[config.mk]
export PLATFORM = sky130hd
export DESIGN_NAME = clkgen_cfg_loader
export DESIGN_NICKNAME = d
export VERILOG_FILES = /design/src/rtl/clkgen_cfg_loader.sv
export SDC_FILE = /design/constraint.sdc
export NUM_CORES = 1
export LEC_CHECK = 0
export ABC_CLOCK_PERIOD_IN_PS = 3900
export CORE_UTILIZATION = 40
export CTS_BUF_LIST = sky130_fd_sc_hd__clkbuf_16
export CTS_CLUSTER_SIZE = 30
export DETAILED_ROUTE_END_ITERATION = 10
export PLACE_DENSITY_LB_ADDON = 0.08
export SLEW_MARGIN = 10
export SYNTH_ARGS = -nofsm -noshare
export SYNTH_HDL_FRONTEND = slang
export SYNTH_SLANG_ARGS = --single-unit
[constraint.sdc]
create_clock -name clk -period 3.9 [get_ports clk]
set_clock_uncertainty 0.15 [all_clocks]
set_input_delay 0.585 -clock clk [delete_from_list [all_inputs] [get_ports clk]]
set_output_delay 0.585 -clock clk [all_outputs]
set_load 0.05 [all_outputs]
[src/rtl/clkgen_cfg_loader.sv]
// clkgen_cfg_loader: serialises {duty, phase} requests into the clock
// generator go/datain load protocol. Optional feature: CLKGEN_LDR_PEND_EN.
module clkgen_cfg_loader #(
  parameter int DW      = 3,
  parameter int MIN_RUN = 8
) (
  input  logic          clk,
  input  logic          rst,
  input  logic          req_valid,
  input  logic [DW-1:0] req_duty,
  input  logic [DW-1:0] req_phase,
  output logic          req_ready,
  input  logic          stop,
  output logic          go,
  output logic [DW-1:0] datain,
  output logic          busy,
  output logic          loaded,
  output logic          err
);

  localparam int CW = $clog2(MIN_RUN + 1);

  typedef enum logic [2:0] {
    S_IDLE,
    S_GAP,
    S_DUTY,
    S_PHASE,
    S_HOLD,
    S_RUN
  } state_e;

  state_e        state_q, state_d;
  logic [DW-1:0] duty_q, duty_d;
  logic [DW-1:0] phase_q, phase_d;
  logic [CW-1:0] cnt_q, cnt_d;
  logic          go_q, go_d;
  logic [DW-1:0] din_q, din_d;
  logic          busy_q, busy_d;
  logic          ld_q, ld_d;
  logic          err_q, err_d;
  logic          acc;
  logic          legal;
  logic          hold_last;

`ifdef CLKGEN_LDR_PEND_EN
  logic          pend_q, pend_d;
  logic [DW-1:0] pduty_q, pduty_d;
  logic [DW-1:0] pphase_q, pphase_d;
`endif

  // Ready is decoded from state so it is low while reset is held.
  always_comb begin
    req_ready = 1'b0;
    if (rst) begin
      unique case (state_q)
        S_IDLE:  req_ready = 1'b1;
        S_RUN:   req_ready = !stop;
`ifdef CLKGEN_LDR_PEND_EN
        S_GAP,
        S_DUTY,
        S_PHASE,
        S_HOLD:  req_ready = !pend_q && !stop;
`endif
        default: req_ready = 1'b0;
      endcase
    end
  end

  assign acc       = req_valid && req_ready;
  assign legal     = acc && (req_duty != '0);
  assign hold_last = (state_q == S_HOLD) && (cnt_q == '0);

  always_comb begin
    state_d = state_q;
    duty_d  = duty_q;
    phase_d = phase_q;
    cnt_d   = cnt_q;
`ifdef CLKGEN_LDR_PEND_EN
    pend_d   = pend_q;
    pduty_d  = pduty_q;
    pphase_d = pphase_q;
`endif
    unique case (state_q)
      S_IDLE: begin
        if (legal) begin
          state_d = S_GAP;
          duty_d  = req_duty;
          phase_d = req_phase;
        end
      end
      S_GAP:   state_d = S_DUTY;
      S_DUTY:  state_d = S_PHASE;
      S_PHASE: begin
        state_d = S_HOLD;
        cnt_d   = CW'(MIN_RUN - 1);
      end
      S_HOLD: begin
        if (cnt_q != '0) begin
          cnt_d = cnt_q - CW'(1);
        end else begin
          state_d = S_RUN;
`ifdef CLKGEN_LDR_PEND_EN
          if (pend_q) begin
            state_d = S_GAP;
            duty_d  = pduty_q;
            phase_d = pphase_q;
            pend_d  = 1'b0;
          end else if (legal) begin
            state_d = S_GAP;
            duty_d  = req_duty;
            phase_d = req_phase;
          end
`endif
        end
      end
      S_RUN: begin
        if (legal) begin
          state_d = S_GAP;
          duty_d  = req_duty;
          phase_d = req_phase;
        end
      end
      default: state_d = S_IDLE;
    endcase
`ifdef CLKGEN_LDR_PEND_EN
    // Early requests park here until the hold window ends.
    if (legal && !hold_last &&
        (state_q inside {S_GAP, S_DUTY, S_PHASE, S_HOLD})) begin
      pend_d   = 1'b1;
      pduty_d  = req_duty;
      pphase_d = req_phase;
    end
`endif
    if (stop && (state_q != S_IDLE)) begin
      state_d = S_IDLE;
`ifdef CLKGEN_LDR_PEND_EN
      pend_d  = 1'b0;
`endif
    end
  end

  always_comb begin
    go_d   = state_d inside {S_DUTY, S_PHASE, S_HOLD, S_RUN};
    busy_d = (state_d != S_IDLE);
    ld_d   = (state_q == S_PHASE) && (state_d == S_HOLD);
    err_d  = acc && (req_duty == '0);
    unique case (state_d)
      S_DUTY:  din_d = duty_d;
      S_PHASE,
      S_HOLD,
      S_RUN:   din_d = phase_d;
      default: din_d = '0;
    endcase
  end

  always_ff @(posedge clk or negedge rst) begin
    if (!rst) begin
      state_q <= S_IDLE;
      duty_q  <= '0;
      phase_q <= '0;
      cnt_q   <= '0;
      go_q    <= 1'b0;
      din_q   <= '0;
      busy_q  <= 1'b0;
      ld_q    <= 1'b0;
      err_q   <= 1'b0;
    end else begin
      state_q <= state_d;
      duty_q  <= duty_d;
      phase_q <= phase_d;
      cnt_q   <= cnt_d;
      go_q    <= go_d;
      din_q   <= din_d;
      busy_q  <= busy_d;
      ld_q    <= ld_d;
      err_q   <= err_d;
    end
  end

`ifdef CLKGEN_LDR_PEND_EN
  always_ff @(posedge clk or negedge rst) begin
    if (!rst) begin
      pend_q   <= 1'b0;
      pduty_q  <= '0;
      pphase_q <= '0;
    end else begin
      pend_q   <= pend_d;
      pduty_q  <= pduty_d;
      pphase_q <= pphase_d;
    end
  end
`endif

  assign go     = go_q;
  assign datain = din_q;
  assign busy   = busy_q;
  assign loaded = ld_q;
  assign err    = err_q;

endmodule

==> impl_metrics.json <==
{
  "clk_pin_slew_ps": 50,
  "synth_fp_nets": 94,
  "htreeDepth": 1,
  "wl_mm": 1.792,
  "min_path_type": "reg -> reg",
  "cts_buffers": 3,
  "multi_input_area_um2": 439.2,
  "synth-edff-count": 0,
  "grt_use_total_pct": 15.44,
  "final_antenna_net_count": 0,
  "cts_setup_buffers": 0,
  "comb_power_share_pct": 36.2,
  "fp.dieArea_um2": 2632,
  "cp_common_cell": "clkdlybuf4s50_1",
  "worstPathArrival_ps": 2480,
  "grt_pass1_wl_mm": 2.898,
  "min_period_ps": 3219,
  "gr-total-overflow": 0,
  "drt-initial-drc-count": 10,
  "yosysUniqueCellTypes": 38,
  "die_w_um": 51.30,
  "post_cts_resized": 0,
  "cp-endpoint": "req_ready",
  "vias": 702,
  "synth_top_family_by_area": "simple AND/OR/NAND/NOR gates",
  "drive_above_1_share_pct": 15.84,
  "setup_viol": 0,
  "grt_pass1_vias": 631,
  "synth-simple-area-share_pct": 17.25,
  "reg2reg_from": "state_q[1]$_DFF_PN0_",
  "synthArstFlopShare_pct": 100.0,
  "rsz0062_at_grt": "no",
  "synth_xor_area_share_pct": 0.9009,
  "clk_path_buf_depth": 2,
  "fmax_ghz": 0.3107,
  "ys_ff_latch": 20,
  "diodes": 0,
  "slew_headroom_pct": 54.34,
  "critical_path_required_ps": 3160,
  "synth_warnings": 0,
  "drtPass1Iterations": 4,
  "timing.rr.end": "datain[2]$_DFF_PN0_",
  "grt_start_max_net_pins": 22,
  "final.setup.tns_ps": 0,
  "syn_area_um2": 972.2,
  "dpl_worst_slack_ps": 680.6,
  "finalNetCount": 113,
  "post-route-drc-count": 0,
  "p_switching_uw": 280.4,
  "numPortBuffers": 17,
  "hold_viol": 0,
  "vdd_ir_drop_max_v": 0.0004505,
  "min_path_cells": 1,
  "syn-instance-count": 83,
  "period_share_pct": 82.53,
  "p_per_area_nw_per_um2": 663.4,
  "reg2reg_depth": 4,
  "sw_frac_of_total_pct": 34.12,
  "fill_cells": 205,
  "critical_path_class": "in -> out",
  "synthAdderAreaFrac_pct": 1.287,
  "p_int_uw": 541.3,
  "place_area_um2": 1160,
  "p_seq_share_pct": 38.6,
  "reg2reg_slack_ps": 1900,
  "p_clk_share_pct": 25.2,
  "slowest_delay_ps": 800,
  "syn_to_final_growth_pct": 27.41,
  "cts_hold_buf": 0,
  "dp_cells": 125,
  "ys_seq_area_share_pct": 51.48,
  "fp.dieH_um": 51.30,
  "synthFlopType": "dfrtp_1",
  "coreArea_um2": 2255,
  "finalNonFillerCells": 129,
  "muxShareOfSynthArea_pct": 8.880,
  "cp-end-kind": "primary output",
  "worst_setup_path_start_kind": "input pin",
  "avgRoutedWirePerCell_um": 13.89,
  "setup_ws_ps": 681.5,
  "power_leakage_uw": 0.0005220,
  "io_pins": 18,
  "tritoncts": "built",
  "layout_common_cells": "20 x dfrtp_1, 17 x clkdlybuf4s50_1, 6 x nand2_1",
  "seq_area_um2": 500.5,
  "tightest_slew_ps": 675.4,
  "final_common_cell": "dfrtp_1",
  "drv_cap": 0,
  "fin_area_um2": 1239,
  "synth_compound_area_share_pct": 16.86,
  "hpwl_mm": 1.253,
  "crit_fanout": 9,
  "viasPerCell": 5.442,
  "whs_ps": 339.9,
  "root_buffer": "clkbuf_16",
  "antenna_found_initial": 0,
  "path_cells": "clkdlybuf4s50_1 -> and4bb_4 -> o21a_1 -> clkdlybuf4s50_1",
  "place_congestion": 0.7768,
  "cts_sinks": 20,
  "outcome": "completed",
  "start_util_pct": 43.12,
  "startpoint": "stop",
  "cp_slowest_cell": "clkdlybuf4s50_1",
  "rows": 17,
  "slew_violations": 0,
  "avgSynthCellArea_um2": 11.71,
  "clkLatencyLatePin_ps": 250
}
critical path: cells and delay by family:
kind,cells,cell delay (ps)
simple gates,1,400
buf+inv,2,1360
compound gates,1,130
final cells by class:
| cell class | instances | area share (%) |
|---|---|---|
| Tap cell | 28 | 2.828 |
| Inverter | 2 | 0.6061 |
| Timing Repair Buffer | 18 | 14.34 |
| Sequential cell | 20 | 40.40 |
| Clock inverter | 1 | 0.3030 |
| Multi-Input combinational cell | 57 | 35.45 |
| Clock buffer | 3 | 6.061 |
how the worst min path moves through the flow:
stage                               from                    to
floorplan                            rst        busy$_DFF_PN0_
global placement    phase_q[1]$_DFF_PN0_  phase_q[1]$_DFF_PN0_
detailed placement   duty_q[1]$_DFF_PN0_   duty_q[1]$_DFF_PN0_
CTS                  duty_q[1]$_DFF_PN0_   duty_q[1]$_DFF_PN0_
global route        phase_q[0]$_DFF_PN0_  phase_q[0]$_DFF_PN0_
finish              phase_q[1]$_DFF_PN0_  phase_q[1]$_DFF_PN0_
through the flow:
stage | util (%) | power [µW]
finish | 54.94 | 821.7
global route | 54.94 | 865.3
CTS | 54.94 | 829.2
detailed placement | 51.44 | 617.7
global placement | 51.44 | 613.9
floorplan | - | 537.2
cell families after synthesis:
| family | Yosys count |
|---|---|
| xor gates and xnor gates | 1 |
| DFF | 20 |
| AOI/OAI and AO/OA | 21 |
| muxes | 6 |
| and+or+nand+nor | 28 |
| buffers and inverters | 6 |
| adders and majority gates | 1 |
synthesized netlist by cell type (2+ instances only):
master,number,share of area [%]
dfrtp_1,20,51
nand2_1,6,2.3
a21oi_1,5,2.6
mux2_4,5,7.7
nor3_1,4,2.1
a22o_1,3,2.7
nand2b_1,3,1.9
nor2_1,3,1.2
buf_2,2,1.0
inv_1,2,0.77
nor3b_1,2,1.5
o221ai_1,2,1.8
flip-flops by register name, indices dropped and copies added (netlist names):
register  cells
datain        3
go            1
busy          1
phase_q       3
err           1
state_q       3
cnt_q         4
duty_q        3
loaded        1
metal layers:
layer	share of wire, %	global-route usage, %	vias up	wire length [µm]
met2	45	23.03	14	812
li1	-	-	340	-
met1	49	20.53	344	884
met5	0	0	-	0
met4	1.5	6.757	0	27
met3	3.8	4.762	4	68
power by group through the flow:
stage	sequential (µW)	combinational, µW	clock [µW]
finish	317	298	207
global route	324	322	219
CTS	317	300	212
detailed placement	320	298	0
global placement	317	296	0
floorplan	355	182	0
Power figures use the tool's default switching activity.
==> RTL change (same settings) <==
The parameter `MIN_RUN` goes from 8 to 4.
--- a/src/rtl/clkgen_cfg_loader.sv
+++ b/src/rtl/clkgen_cfg_loader.sv
@@ -2,7 +2,7 @@
 // generator go/datain load protocol. Optional feature: CLKGEN_LDR_PEND_EN.
 module clkgen_cfg_loader #(
   parameter int DW      = 3,
-  parameter int MIN_RUN = 8
+  parameter int MIN_RUN = 4
 ) (
   input  logic          clk,
   input  logic          rst,
Check against the original RTL: not equivalent (a bounded check fails within 10 cycles, from zero or initial values and one cycle with rst low).
==> RTL change against the unedited design <==
  * Setup slack improved by 0.68 ns
  * Sequential cell count decreased by 1
  * Routed wire length decreased by 6.9%
  * Via count decreased by 5.7%
  * Die area decreased by 4.2%
  * First-iteration DRC count decreased by 30%
  * Cell count increased by 1.6%
  * Synthesized area decreased by 4.4%
  * Final area decreased by 3.7%
  * Power increased by 13%
  * Highest routed layer unchanged
==> RTL change: results (changes against the unedited design) <==
Power and ir drop
  – Max IR drop VDD: 0.000377 V (-16%)
  – Net Sw Frac: 39.1% (+4.9 points)

Critical path
  – Worst Path Arrival: 1.80 ns (-0.68 ns)
  – CP Max Fanout: 20 (+11)
  – R2r startpoint: state_q[2]$_DFF_PN0_
  – CP Launch Point: rst

Hold path
  – Hold wc startpoint: duty_q[2]$_DFF_PN0_
  – Worst min-delay path endpoint: duty_q[2]$_DFF_PN0_
  – WHS Path Cells: 2 (+1)

Routing
  – Via/cell ratio: 5.05 (-7.1%)
  – Drt wl/cell: 12.7 um (-8.3%)
  – 1st-iter DRT viols: 7 (-3)
  – Vias: 662 (-5.7%)

GRT
  – First-pass GRT wire length: 2870 um (-0.97%)
  – Overall routing resource usage: 15.6% (+0.17 points)
  – Largest net degree at the start of global routing: 21 (-4.5%)

Run status
  – Status: finished clean

Synthesis
  – Synthesized area per cell: 10.9 um^2 (-6.6%)
  – Post-Syn Nets: 97 (+3.2%)
  – Synth top area cells: dfrtp_1, mux2i_1, inv_1, a21oi_1, nand2b_1
  – Distinct cells, synth: 31 (-18%)

Placement
  – DP Wirelength: 1210 um (-3.6%)
  – Inst Count DP: 127 (+1.6%)
  – Area post-placement: 0.00111 mm^2 (-4.0%)
  – Post-Place Setup Slack: 1.18 ns (+0.502 ns)

Final layout
  – Fin nets: 116 (+2.7%)

Timing
  – Rel. slew slack: 64.0% (+9.7 points)
[RTL change: changes by cell type in the layout (fill, tap and decap cells not counted), moves of 2 or more]
cell,change
inv_1,+9
mux2_4,-5
mux2i_1,+5
o22ai_1,+5
nand2_1,-4
a22o_1,-3
nor3_1,-3
a21oi_1,+2
nand2b_1,+2
nor3b_1,-2
[RTL change: routing by layer]
metal / part of all wire (%) / wire length [um] / global-route usage [%] / vias up
li1: - / - / - / 327
met1: 48 / 805 / 19.7 / 317
met2: 46 / 764 / 24.0 / 13
met3: 3.5 / 59 / 3.33 / 5
met4: 2.3 / 39 / 10.0 / 0
met5: 0 / 0 / 0 / -
[RTL change: power groups by stage]
stage / clock network (uW) / registers, uW / logic (uW)
floorplan: 0 / 370 / 264
global placement: 0 / 336 / 398
detailed placement: 0 / 335 / 399
CTS: 210 / 332 / 401
global route: 215 / 342 / 440
finish: 203 / 332 / 397
[RTL change: cell type report]
| class | instances | area (um^2) |
|---|---|---|
| clock inverters | 1 | 3.75 |
| repair buffers | 18 | 175 |
| multi-input cells | 52 | 390 |
| inverters | 10 | 37.5 |
| flip-flops and latches | 19 | 475 |
| well taps | 28 | 35.0 |
| clock buffers | 3 | 75.1 |
| fillers | 194 | 998 |
[RTL change: cells by family (layout without fill, tap and decap cells)]
group,after synthesis,in the layout,share of synthesized area (%)
and+or+nand+nor,23,23,16.0
AOI/OAI and AO/OA,21,21,17.0
DFF,19,19,51.1
buffers and inverters,14,32,6.87
muxes,5,5,5.38
adders and majority gates,2,2,2.69
xor gates and xnor gates,1,1,0.942
[RTL change: critical path, cell delays in order]
cell,delay [ns]
clkdlybuf4s50_1,0.46
buf_4,0.26
nand2b_1,0.15
a21oi_1,0.14
buf_4,0.21
